<file path="src/rtl/multdiv_issuer_if.sv">
// multdiv_issuer_if: bundles the request, response and multdiv launch-side
// signals of multdiv_issuer. The master modport is the environment side
// (pipeline plus multdiv). The slave modport is the issuer itself.
interface multdiv_issuer_if;
    logic        req_valid;
    logic        req_ready;
    logic        req_op;
    logic [31:0] req_a;
    logic [31:0] req_b;
    logic [4:0]  req_tag;

    logic [31:0] md_operandA;
    logic [31:0] md_operandB;
    logic        md_ctrl_MULT;
    logic        md_ctrl_DIV;
    logic [31:0] md_result;
    logic        md_exception;
    logic        md_resultRDY;

    logic        rsp_valid;
    logic        rsp_ready;
    logic [31:0] rsp_result;
    logic        rsp_exception;
    logic [4:0]  rsp_tag;
    logic        rsp_timeout;
    logic        busy;

    modport master (
        output req_valid, req_op, req_a, req_b, req_tag,
        input  req_ready,
        input  md_operandA, md_operandB, md_ctrl_MULT, md_ctrl_DIV,
        output md_result, md_exception, md_resultRDY,
        input  rsp_valid, rsp_result, rsp_exception, rsp_tag, rsp_timeout,
        output rsp_ready,
        input  busy
    );

    modport slave (
        input  req_valid, req_op, req_a, req_b, req_tag,
        output req_ready,
        output md_operandA, md_operandB, md_ctrl_MULT, md_ctrl_DIV,
        input  md_result, md_exception, md_resultRDY,
        output rsp_valid, rsp_result, rsp_exception, rsp_tag, rsp_timeout,
        input  rsp_ready,
        output busy
    );
endinterface

</file>
<file path="src/rtl/multdiv_issuer.sv">
// multdiv_issuer: sequences one multiply/divide request at a time into the
// multdiv unit. It latches the operands, pulses one ctrl line for a cycle,
// waits for resultRDY and then returns the result over a valid/ready response.
// Optional feature: define MULTDIV_TIMEOUT_EN to add a WAIT-state watchdog.
// When the watchdog fires after TIMEOUT_CYCLES, it answers with an exception.
module multdiv_issuer #(
    parameter int TIMEOUT_CYCLES = 64
) (
    input  logic             clock,
    input  logic             reset_n,
    multdiv_issuer_if.slave  bus
);

    typedef enum logic [1:0] {IDLE, ISSUE, WAIT, RESP} state_t;

    state_t      state;
    state_t      state_next;

    logic [31:0] op_a;
    logic [31:0] op_b;
    logic        op_div;
    logic [4:0]  tag;
    logic [31:0] res;
    logic        exc;
    logic        rdy_seen;
    logic        wait_expired;
    logic        tmo;

    // RDY only counts while waiting, so a stale RDY cannot complete a new op
    assign rdy_seen = (state == WAIT) && bus.md_resultRDY;

`ifdef MULTDIV_TIMEOUT_EN
    localparam int CNT_W = $clog2(TIMEOUT_CYCLES + 1);

    logic [CNT_W-1:0] wait_cnt;

    // Watchdog counter: zero outside WAIT, counts completed WAIT cycles inside
    always_ff @(posedge clock or negedge reset_n) begin
        if (!reset_n) begin
            wait_cnt <= '0;
        end else if (state != WAIT) begin
            wait_cnt <= '0;
        end else begin
            wait_cnt <= wait_cnt + 1'b1;
        end
    end

    // RDY has priority, so expiry only matters when RDY is absent
    assign wait_expired = (state == WAIT) && !bus.md_resultRDY &&
                          (wait_cnt == CNT_W'(TIMEOUT_CYCLES - 1));

    // Timeout flag is recorded with every completion
    always_ff @(posedge clock or negedge reset_n) begin
        if (!reset_n) begin
            tmo <= 1'b0;
        end else if (rdy_seen) begin
            tmo <= 1'b0;
        end else if (wait_expired) begin
            tmo <= 1'b1;
        end
    end
`else
    assign wait_expired = 1'b0;
    assign tmo          = 1'b0;
`endif

    // State register
    always_ff @(posedge clock or negedge reset_n) begin
        if (!reset_n) begin
            state <= IDLE;
        end else begin
            state <= state_next;
        end
    end

    // Next-state logic: one request in flight, strictly IDLE->ISSUE->WAIT->RESP
    always_comb begin
        state_next = state;
        unique case (state)
            IDLE:  if (bus.req_valid) state_next = ISSUE;
            ISSUE: state_next = WAIT;
            WAIT:  if (rdy_seen || wait_expired) state_next = RESP;
            RESP:  if (bus.rsp_ready) state_next = IDLE;
            default: state_next = IDLE;
        endcase
    end

    // Control outputs decoded purely from registered state
    always_comb begin
        bus.req_ready    = (state == IDLE);
        bus.busy         = (state != IDLE);
        bus.md_ctrl_MULT = (state == ISSUE) && !op_div;
        bus.md_ctrl_DIV  = (state == ISSUE) && op_div;
        bus.rsp_valid    = (state == RESP);
    end

    // Request latch on accept, result capture on completion
    always_ff @(posedge clock or negedge reset_n) begin
        if (!reset_n) begin
            op_a   <= '0;
            op_b   <= '0;
            op_div <= 1'b0;
            tag    <= '0;
            res    <= '0;
            exc    <= 1'b0;
        end else begin
            if ((state == IDLE) && bus.req_valid) begin
                op_a   <= bus.req_a;
                op_b   <= bus.req_b;
                op_div <= bus.req_op;
                tag    <= bus.req_tag;
            end
            if (rdy_seen) begin
                res <= bus.md_result;
                exc <= bus.md_exception;
            end else if (wait_expired) begin
                res <= '0;
                exc <= 1'b1;
            end
        end
    end

    assign bus.md_operandA   = op_a;
    assign bus.md_operandB   = op_b;
    assign bus.rsp_result    = res;
    assign bus.rsp_exception = exc;
    assign bus.rsp_tag       = tag;
    assign bus.rsp_timeout   = tmo;

endmodule

</file>
<file path="src/flat_wrapper.sv">
// flat-port wrapper written by rule: the top's interface ports become plain ports
module multdiv_issuer_flat 
#(
    parameter int TIMEOUT_CYCLES = 64
)
  (clock, reset_n, bus_req_valid, bus_req_op, bus_req_a, bus_req_b, bus_req_tag, bus_req_ready, bus_md_operandA, bus_md_operandB, bus_md_ctrl_MULT, bus_md_ctrl_DIV, bus_md_result, bus_md_exception, bus_md_resultRDY, bus_rsp_valid, bus_rsp_result, bus_rsp_exception, bus_rsp_tag, bus_rsp_timeout, bus_rsp_ready, bus_busy);
  multdiv_issuer_if bus_i ();
  input  logic clock;
  input  logic reset_n;
  input wire logic [$bits(bus_i.req_valid)-1:0] bus_req_valid;
  input wire logic [$bits(bus_i.req_op)-1:0] bus_req_op;
  input wire logic [$bits(bus_i.req_a)-1:0] bus_req_a;
  input wire logic [$bits(bus_i.req_b)-1:0] bus_req_b;
  input wire logic [$bits(bus_i.req_tag)-1:0] bus_req_tag;
  output wire logic [$bits(bus_i.req_ready)-1:0] bus_req_ready;
  output wire logic [$bits(bus_i.md_operandA)-1:0] bus_md_operandA;
  output wire logic [$bits(bus_i.md_operandB)-1:0] bus_md_operandB;
  output wire logic [$bits(bus_i.md_ctrl_MULT)-1:0] bus_md_ctrl_MULT;
  output wire logic [$bits(bus_i.md_ctrl_DIV)-1:0] bus_md_ctrl_DIV;
  input wire logic [$bits(bus_i.md_result)-1:0] bus_md_result;
  input wire logic [$bits(bus_i.md_exception)-1:0] bus_md_exception;
  input wire logic [$bits(bus_i.md_resultRDY)-1:0] bus_md_resultRDY;
  output wire logic [$bits(bus_i.rsp_valid)-1:0] bus_rsp_valid;
  output wire logic [$bits(bus_i.rsp_result)-1:0] bus_rsp_result;
  output wire logic [$bits(bus_i.rsp_exception)-1:0] bus_rsp_exception;
  output wire logic [$bits(bus_i.rsp_tag)-1:0] bus_rsp_tag;
  output wire logic [$bits(bus_i.rsp_timeout)-1:0] bus_rsp_timeout;
  input wire logic [$bits(bus_i.rsp_ready)-1:0] bus_rsp_ready;
  output wire logic [$bits(bus_i.busy)-1:0] bus_busy;
  assign bus_i.req_valid = bus_req_valid;
  assign bus_i.req_op = bus_req_op;
  assign bus_i.req_a = bus_req_a;
  assign bus_i.req_b = bus_req_b;
  assign bus_i.req_tag = bus_req_tag;
  assign bus_req_ready = bus_i.req_ready;
  assign bus_md_operandA = bus_i.md_operandA;
  assign bus_md_operandB = bus_i.md_operandB;
  assign bus_md_ctrl_MULT = bus_i.md_ctrl_MULT;
  assign bus_md_ctrl_DIV = bus_i.md_ctrl_DIV;
  assign bus_i.md_result = bus_md_result;
  assign bus_i.md_exception = bus_md_exception;
  assign bus_i.md_resultRDY = bus_md_resultRDY;
  assign bus_rsp_valid = bus_i.rsp_valid;
  assign bus_rsp_result = bus_i.rsp_result;
  assign bus_rsp_exception = bus_i.rsp_exception;
  assign bus_rsp_tag = bus_i.rsp_tag;
  assign bus_rsp_timeout = bus_i.rsp_timeout;
  assign bus_i.rsp_ready = bus_rsp_ready;
  assign bus_busy = bus_i.busy;
  multdiv_issuer #(.TIMEOUT_CYCLES(TIMEOUT_CYCLES)) u_core (.clock(clock), .reset_n(reset_n), .bus(bus_i));
endmodule
</file>
<file path="config.mk">
export PLATFORM = sky130hd
export DESIGN_NAME = multdiv_issuer_flat
export DESIGN_NICKNAME = d
export VERILOG_FILES = /design/src/rtl/multdiv_issuer_if.sv /design/src/rtl/multdiv_issuer.sv /design/src/flat_wrapper.sv
export SDC_FILE = /design/constraint.sdc
export NUM_CORES = 1
export LEC_CHECK = 0
export CAP_MARGIN = 20
export CORE_MARGIN = 4
export CORE_UTILIZATION = 39
export DETAILED_ROUTE_END_ITERATION = 7
export HOLD_SLACK_MARGIN = 0.1
export PLACE_DENSITY_LB_ADDON = 0.25
export SYNTH_ARGS = -nofsm -noshare
export SYNTH_HDL_FRONTEND = slang
export SYNTH_SLANG_ARGS = --single-unit
</file>
<file path="constraint.sdc">
create_clock -name clock -period 1.9 [get_ports clock]
set_input_delay 0.285 -clock clock [delete_from_list [all_inputs] [get_ports clock]]
set_output_delay 0.285 -clock clock [all_outputs]
set_load 0.02 [all_outputs]
</file>
Yosys cells after proc, flatten, opt, wreduce, memory -nomap -nowiden. Cells that the tools add are included. Widths: inputs -> output; s select.

Bits in registers: 105.

Multiplexer cells: 4. Eq/ne operators: 6. Reduce and logical (&&, ||, !) cells: 8.

Operators with widths (count): $pmux 2 s4 (1); $mux 2 (3); $eq 2x2->1 const B (2); $logic_and 1x1->1 (4); $ne 2x1->1 const B (2); $reduce_and 3->1 (1); $eq 2x1->1 const B (1); $logic_not 2->1 (1); $ne 2x2->1 const B (1); $reduce_bool 2->1 (1); $logic_not 1->1 (1).

Longest topological paths before layout. Gate-level depths: netlist of run 1.

Depth in word-level cells: 4. Mapped depth: 5. Depth with buffers taken out: 4.

Worst setup path after synthesis of run 1. OpenSTA, ideal clock, no wires.

Kind: register to register. Start: reg u_core.state[0]. End: reg u_core.state[1]. Slack: 274 ps. Data arrival time: 1498 ps. Data required time: 1773 ps. Setup time: 127 ps. Stages on the path, launching flop included: 5. Cells stage by stage: dfrtp_1 -> inv_1 -> ha_1 -> a222oi_1 -> mux2_1.

Elaborated cells between the ends (all ways): 10. Those cells by class: eq/ne: 6; mux: 1; reduce/logical: 3.

RTL lines: from (decl) (RTL line multdiv_issuer.sv:16) `state_t state;`; from (signal assigned) (RTL line multdiv_issuer.sv:72) `state <= state_next;`; $logic_not 2->1 (*); net bus_req_ready (RTL line flat_wrapper.sv:15) `output wire logic [$bits(bus_i.req_ready)-1:0] bus_req_ready;`; $ne 2x2->1 (no source line); $reduce_and 3->1 (no source line).

Mark *: on every way through the listed nets, which the timed path passes. The rest lies on a longest branch. A chain may end at the register's enable or synchronous reset.

Final worst setup path of run 1.
Start: reg u_core.state[1]. End: out bus_md_ctrl_DIV.

Longest elaborated chain between the ends: 2.

Ends and longest elaborated chain: $eq 2x1->1 (RTL line multdiv_issuer.sv:93) `bus.md_ctrl_DIV = (state == ISSUE) && op_div;`; $logic_and 1x1->1 (RTL line multdiv_issuer.sv:93); to (decl) (RTL line flat_wrapper.sv:19) `output wire logic [$bits(bus_i.md_ctrl_DIV)-1:0] bus_md_ctrl_DIV;`.

Every way passes these cells.

==> results of run 1 <==
[layout by cell type (no fill, tap or decap), drive strengths merged]
master and instances:
a222oi 1, and2 1, buf 6, clkbuf 13
clkdlybuf4s50 208, clkinv 1, clkinvlp 2, conb 1
dfrtp 105, dlygate4sd2 3, dlygate4sd3 1, dlymetal6s2s 1
ha 5, inv 7, mux2 104, mux2i 1
nand2 2, nor2 1, nor2b 1
[metrics by stage]
| stage | instances | area (sq um) | power, uW |
|---|---|---|---|
| floorplan | 239 | 3990 | 7040 |
| global placement | 580 | 6340 | 10000 |
| detailed placement | 580 | 6340 | 10200 |
| CTS | 597 | 6510 | 11400 |
| global route | 597 | 6510 | 11900 |
| finish | 597 | 6510 | 11200 |
[timing repair]
| action | in CTS | in global routing |
|---|---|---|
| hold buffers | 1 | 0 |
| gates resized for setup | 4 | 3 |
| setup endpoints to repair | 4 | 2 |
| endpoints found under the hold margin | 105 | 0 |
[state kept, by name, indices dropped and copies added (netlist names)]
signal,flops
u_core.bus.md_operandA,32
u_core.bus.rsp_exception,1
u_core.op_div,1
u_core.bus.rsp_result,32
u_core.bus.md_operandB,32
u_core.bus.rsp_tag,5
u_core.state,2
[power groups by stage]
stage | logic (uW) | clock network [uW] | registers [uW]
2_1_floorplan | 1690 | 0 | 5350
3_3_place_gp | 6100 | 0 | 3920
3_5_place_dp | 6180 | 0 | 4000
4_1_cts | 6170 | 1270 | 3950
5_1_grt | 6420 | 1370 | 4080
6_report | 6060 | 1220 | 3940
[critical path: cells and delay by family (launching register included)]
| family | cells | cell delay [ns] |
|---|---|---|
| buffers and inverters | 2 | 0.45 |
| DFF | 1 | 0.43 |
| adders and majority gates | 1 | 0.17 |
| and+or+nand+nor | 1 | 0.11 |
[final cells by class]
type,count,area (sq um)
timing repair buffer,220,2240
clock buffer,12,135
clock inverter,4,28.8
sequential,105,2630
multi-input combinational,117,1280
inverter,6,22.5
tap,133,166
fill,737,3360
[cells by family after synthesis]
group	after synthesis	synth area share, %
compound gates	1	0.251
fa+ha+maj	5	1.57
buf+inv	17	2.01
flops	105	65.9
mux	105	29.6
other cells	1	0.0940
simple gates	5	0.596
[worst max path at each step]
stage | startpoint | endpoint | depth (start not counted)
after floorplan | u_core.state[0] | u_core.state[1] | 4
after global placement | bus_md_resultRDY | u_core.state[1] | 4
after detailed placement | bus_req_valid | u_core.state[1] | 4
after CTS | u_core.state[1] | bus_rsp_valid | 2
after global routing | u_core.state[0] | bus_busy | 4
final | u_core.state[1] | bus_md_ctrl_DIV | 4
[per-layer routing]
layer | global-route usage (%) | vias to the layer above | wire (microns)
li1 | - | 1264 | -
met1 | 19.0 | 1360 | 3680
met2 | 28.5 | 132 | 5090
met3 | 6.51 | 19 | 1110
met4 | 7.30 | 0 | 257
met5 | 0 | - | 0
==> metrics.md, run 1 <==
| Metric | Value |
|---|---|
| Result of the run | `finished, final reports clean` |
| Relative contribution of the clock network to total power | `10.9%` |
| Placer Congestion | `0.731` |
| Portion of total power attributed to combinational logic | `54.0%` |
| Drt total wl | `10.1 mm` |
| Largest stage delay on the critical path | `0.43 ns` |
| Kind of critical path | `reg -> out` |
| Clock slew seen by the registers of the worst setup and hold paths | `0.10 ns` |
| Fin Hold WS | `0.450 ns` |
| Share of cells above drive strength 1 | `26.7%` |
| Endpoint kind of the worst setup timing path | `output port` |
| Ys async rst share | `100%` |
| Starting DRC count in detailed routing | `91` |
| Via-per-instance ratio | `4.65` |
| Register-to-register setup slack | `0.21 ns` |
| Crit-path max FO | `4` |
| Drt first pass iters | `5` |
| Setup-violating endpoint count in the final report | `0` |
| Final core area utilization | `66.0%` |
| Internal Pwr Total | `7180 uW` |
| Cell area after synthesis | `3990 sq um` |
| Number of antenna violations at the first check in global routing | `0` |
| DIE AREA | `11,900 sq um` |
| Root Driver | `sky130_fd_sc_hd__clkbuf_8` |
| Global route total overflow | `0` |
| Slowest CP cell | `sky130_fd_sc_hd__dfrtp_1` |
| Maximum number of pins on one net before global-route repair | `57` |
| Final worst setup slack | `0.107 ns` |
| Synthesis-stage register bit count | `105` |
| Tmin final | `1.79 ns` |
| TritonCTS clock tree | `done` |
| Cell types with the largest area share after synthesis | `sky130_fd_sc_hd__dfrtp_1, sky130_fd_sc_hd__mux2_2, sky130_fd_sc_hd__ha_1` |
| Count of H-tree levels built during CTS | `3` |
| Drt drc | `0` |
| Power density over cell area | `1720 nW/um^2` |
| Clock Latency Late Sink | `0.35 ns` |
| Synthesized netlist net count | `352` |
| Buffers inserted during post-CTS setup optimization | `0` |
| Number of standard cells after synthesis | `239` |
| X dimension of the die | `109 microns` |
| Sequential fraction of the synthesis area | `65.9%` |
| Switching power as a share of total power | `36.1%` |
| Hold/Removal Path Class | `in -> async` |
| Maximum vdd ir drop | `942 uV` |
| Setup clock skew after layout | `0.00758 ns` |
| Total half-perimeter wirelength after legalization and detailed placement | `7.78 mm` |
| Total clock sinks | `105` |
| Area of the core | `9860 sq um` |
| Share of power burned in registers | `35.1%` |
| Number of flops mapped to enable cells by yosys | `0` |
| Data required time at the worst endpoint | `1.62 ns` |
| Sum Neg Setup Slack | `0 ns` |
| Vertical die dimension | `109 microns` |
| Number of warnings printed during yosys synthesis | `0` |
| Crit path launch type | `flop` |
| Syn avg cell area | `16.7 sq um` |
| Top cell type by total area after synthesis | `sky130_fd_sc_hd__dfrtp_1` |
| Row Count | `36` |
| Ys flop type | `sky130_fd_sc_hd__dfrtp_1` |
| Critical Path AT | `1.51 ns` |
| Slew Viols, Final | `0` |
| Synth cell count leaders | `sky130_fd_sc_hd__dfrtp_1, sky130_fd_sc_hd__mux2_2, sky130_fd_sc_hd__buf_2` |
| Sw power | `4050 uW` |
| RSZ-0062 raised after global routing | `false` |
| Deepest clock path buffer count | `2` |
| Maximum capacitance violations | `0` |
| Number of port buffers | `214` |
| Hold Vio Cnt, Final | `0` |
| Via count of the first global-routing pass | `2,916` |
| All-Layer GR Usage | `16.9%` |
| Top-area cell type share of the netlist area | `65.9%` |
| Library cell with the highest instance count after synthesis | `sky130_fd_sc_hd__dfrtp_1` |
| Reg-to-reg critical path endpoint | `u_core.state[1]` |
| Worst slack at placement | `0.0911 ns` |
| Length in cells of the worst reg-to-reg path | `4` |
| Cell Chain, Critical Path | `inv_1 -> ha_1 -> and2_1 -> dlygate4sd2_1` |
| Final worst-path cycle share | `94.3%` |
| Final layout net count | `572` |
| Max frequency | `558 MHz` |
| TritonCTS Buffers | `9` |
| Launch point of the worst reg-to-reg path | `u_core.state[0]` |
| Count of different cell masters after synthesis | `14` |
| Routed wire per std cell | `17.0 microns` |
| Number of antenna diodes | `0` |
| Detailed-route via count | `2,775` |
| Layout area overhead | `63.1%` |
| Number of top-level pins | `216` |
| Starting Density | `40.4%` |
| Number of nets with antenna violations after detailed routing | `0` |
| Global-route wire length before repair | `15.3 mm` |
| Cell leakage power | `0.00277 uW` |
Power figures use the tool's default switching activity.
==> inputs of run 2 (changes only) <==
--- a/config.mk
+++ b/config.mk
@@ -6,7 +6,7 @@
 export NUM_CORES = 1
 export LEC_CHECK = 0
 export CAP_MARGIN = 20
-export CORE_MARGIN = 4
+export CORE_MARGIN = 3
 export CORE_UTILIZATION = 39
 export DETAILED_ROUTE_END_ITERATION = 7
 export HOLD_SLACK_MARGIN = 0.1
==> run 2 against run 1 <==
Against the previous run: non-clock buffer count increased by 2; register-to-register slack improved by 0.05 ns; clock-buffer cell count decreased by 1; clock skew increased by 0.0015 ns; critical path depth unchanged; die area decreased by 3.6%; cell area increased by 0.81%; first-iteration DRC count decreased by 4.4%; flip-flop and latch count unchanged; power increased by 1.5%; worst setup slack got worse by 0.0083 ns; clock power increased by 12%; critical path type unchanged; largest cell class unchanged.
==> metrics.md, run 2 (same netlist as run 1, synthesis figures left out) <==
| Metric | Value |
|---|---|
| DIE AREA | `11,500 sq um` |
| Number of antenna diodes | `0` |
| Cell leakage power | `0.00279 uW` |
| Final worst-path cycle share | `94.8%` |
| Number of port buffers | `214` |
| Maximum number of pins on one net before global-route repair | `45` |
| Crit path launch type | `flop` |
| Switching power as a share of total power | `35.4%` |
| Detailed-route via count | `2,817` |
| Power density over cell area | `1740 nW/um^2` |
| Drt total wl | `9.77 mm` |
| Starting Density | `40.4%` |
| Drt drc | `0` |
| Gr busiest metal | `met2` |
| Vertical die dimension | `107 microns` |
| Share of cells above drive strength 1 | `27.7%` |
| Deepest clock path buffer count | `2` |
| Max frequency | `555 MHz` |
| TritonCTS clock tree | `done` |
| Drt first pass iters | `4` |
| Most used cells in the layout excluding fill and tap cells | `sky130_fd_sc_hd__clkdlybuf4s50_1, sky130_fd_sc_hd__dfrtp_1, sky130_fd_sc_hd__mux2_2, sky130_fd_sc_hd__clkbuf_8, sky130_fd_sc_hd__inv_1` |
| Via-per-instance ratio | `4.70` |
| Met2 Use GR | `28.6%` |
| Sw power | `4030 uW` |
| Layout area overhead | `64.5%` |
| Register-to-register setup slack | `0.26 ns` |
| Maximum vdd ir drop | `835 uV` |
| Row Count | `36` |
| Met3 track utilization from global routing | `8.67%` |
| Critical path buffers and inverters | `3` |
| Internal Pwr Total | `7360 uW` |
| Portion of total power attributed to combinational logic | `53.4%` |
| TritonCTS Buffers | `9` |
| Number of antenna violations at the first check in global routing | `0` |
| Number of nets with antenna violations after detailed routing | `0` |
| Setup-violating endpoint count in the final report | `0` |
| Most common cell after layout, fill and taps aside | `sky130_fd_sc_hd__clkdlybuf4s50_1` |
| Via count of the first global-routing pass | `3,051` |
| Relative contribution of the clock network to total power | `12.0%` |
| Slew Viols, Final | `0` |
| Number of top-level pins | `216` |
| Hold Vio Cnt, Final | `0` |
| Top delay family on crit path | `buffers and inverters` |
| Critical Path AT | `1.52 ns` |
| Global-route wire length before repair | `15.5 mm` |
| Largest stage delay on the critical path | `0.41 ns` |
| Final layout net count | `574` |
| Tmin final | `1.80 ns` |
| Origin of the worst setup path | `u_core.state[0]` |
| Final core area utilization | `66.5%` |
| Clock slew seen by the registers of the worst setup and hold paths | `0.10 ns` |
| Routed wire per std cell | `16.3 microns` |
| Count of H-tree levels built during CTS | `3` |
| Dominant cell type by count on the critical path | `sky130_fd_sc_hd__inv_1` |
| Starting DRC count in detailed routing | `87` |
| RSZ-0062 raised after global routing | `false` |
| Maximum capacitance violations | `0` |
| Total clock sinks | `105` |
| Global route total overflow | `0` |
| Data required time at the worst endpoint | `1.62 ns` |
| Endpoint kind of the worst setup timing path | `output port` |
| Length in cells of the worst reg-to-reg path | `4` |
| Buffers inserted during post-CTS setup optimization | `0` |
| Placer Congestion | `0.715` |
| Launch point of the worst reg-to-reg path | `u_core.state[0]` |
| Sum Neg Setup Slack | `0 ns` |
| Endpoint of the most critical setup path | `bus_busy` |
| Overall power consumption | `11,400 uW` |
| Root Driver | `sky130_fd_sc_hd__clkbuf_8` |
| Met1 capacity usage during global routing | `19.5%` |
| Hold/Removal Path Class | `in -> async` |
| Clock Latency Late Sink | `0.36 ns` |
| Kind of critical path | `reg -> out` |
| Total half-perimeter wirelength after legalization and detailed placement | `7.48 mm` |
| X dimension of the die | `107 microns` |
| Share of power burned in registers | `34.6%` |
| Cell Chain, Critical Path | `inv_1 -> ha_2 -> inv_1 -> dlygate4sd2_1` |
| Area of the core | `9860 sq um` |
| Setup clock skew after layout | `0.00909 ns` |
| CP Depth | `4` |
| Crit-path max FO | `4` |
| Reg-to-reg critical path endpoint | `u_core.state[1]` |
| All-Layer GR Usage | `17.5%` |
| Slowest CP cell | `sky130_fd_sc_hd__dfrtp_1` |
| Result of the run | `finished, final reports clean` |
| Number of fill cells | `732` |
## run 2: final cells by class
cell class	count	area [sq um]	area share, %
clock buffers	11	141	2.16
clock inverters	5	55.1	0.839
inverters	6	22.5	0.343
multi-input cells	117	1290	19.6
flip-flops and latches	105	2630	40.1
well taps	133	166	2.54
repair buffers	222	2260	34.5
## run 2: power by group through the flow
stage | Combinational (uW) | Clock (uW) | Sequential [uW]
after floorplan | 1690 | 0 | 5350
after global routing | 6460 | 1520 | 4100
after global placement | 6110 | 0 | 3920
after CTS | 6180 | 1430 | 3960
final | 6080 | 1370 | 3940
after detailed placement | 6190 | 0 | 4000
## run 2: how the worst min path moves through the flow
stage                                            end  startpoint  slack [ns]
final                     u_core.bus.md_operandA[23]     reset_n        0.37
after CTS                 u_core.bus.md_operandA[20]     reset_n        0.35
after detailed placement   u_core.bus.rsp_result[27]     reset_n        0.21
after global placement     u_core.bus.rsp_result[25]     reset_n        0.21
after floorplan            u_core.bus.md_operandA[0]     reset_n       -0.01
after global routing       u_core.bus.rsp_result[27]     reset_n        0.37
## run 2: repair_timing
action,CTS,global route
resized for setup,4,6
hold buffers,1,0
setup endpoints to repair,4,5
endpoints found under the hold margin,21,0
## run 2: layer usage
| layer | vias up | share of wire, % |
|---|---|---|
| met5 | - | 0 |
| met4 | 0 | 1.3 |
| met3 | 10 | 13 |
| met2 | 151 | 49 |
| met1 | 1387 | 37 |
| li1 | 1269 | - |
## run 2: worst register-to-register path: cells and delay by family (launching register included)
family | cells | cell delay (ns)
buf+inv | 1 | 0.10
flops | 1 | 0.39
mux | 1 | 0.36
fa+ha+maj | 1 | 0.24
compound gates | 1 | 0.44
## run 2: metrics by stage
step / area (sq um) / cells / setup slack, ns / hold slack (ns)
3_5_place_dp: 6350 / 582 / 0.162 / 0.210
2_1_floorplan: 3990 / 239 / 0.274 / -0.0106
3_3_place_gp: 6350 / 582 / 0.190 / 0.205
5_1_grt: 6560 / 599 / 0.00699 / 0.374
6_report: 6560 / 599 / 0.0991 / 0.371
4_1_cts: 6560 / 599 / 0.00493 / 0.351
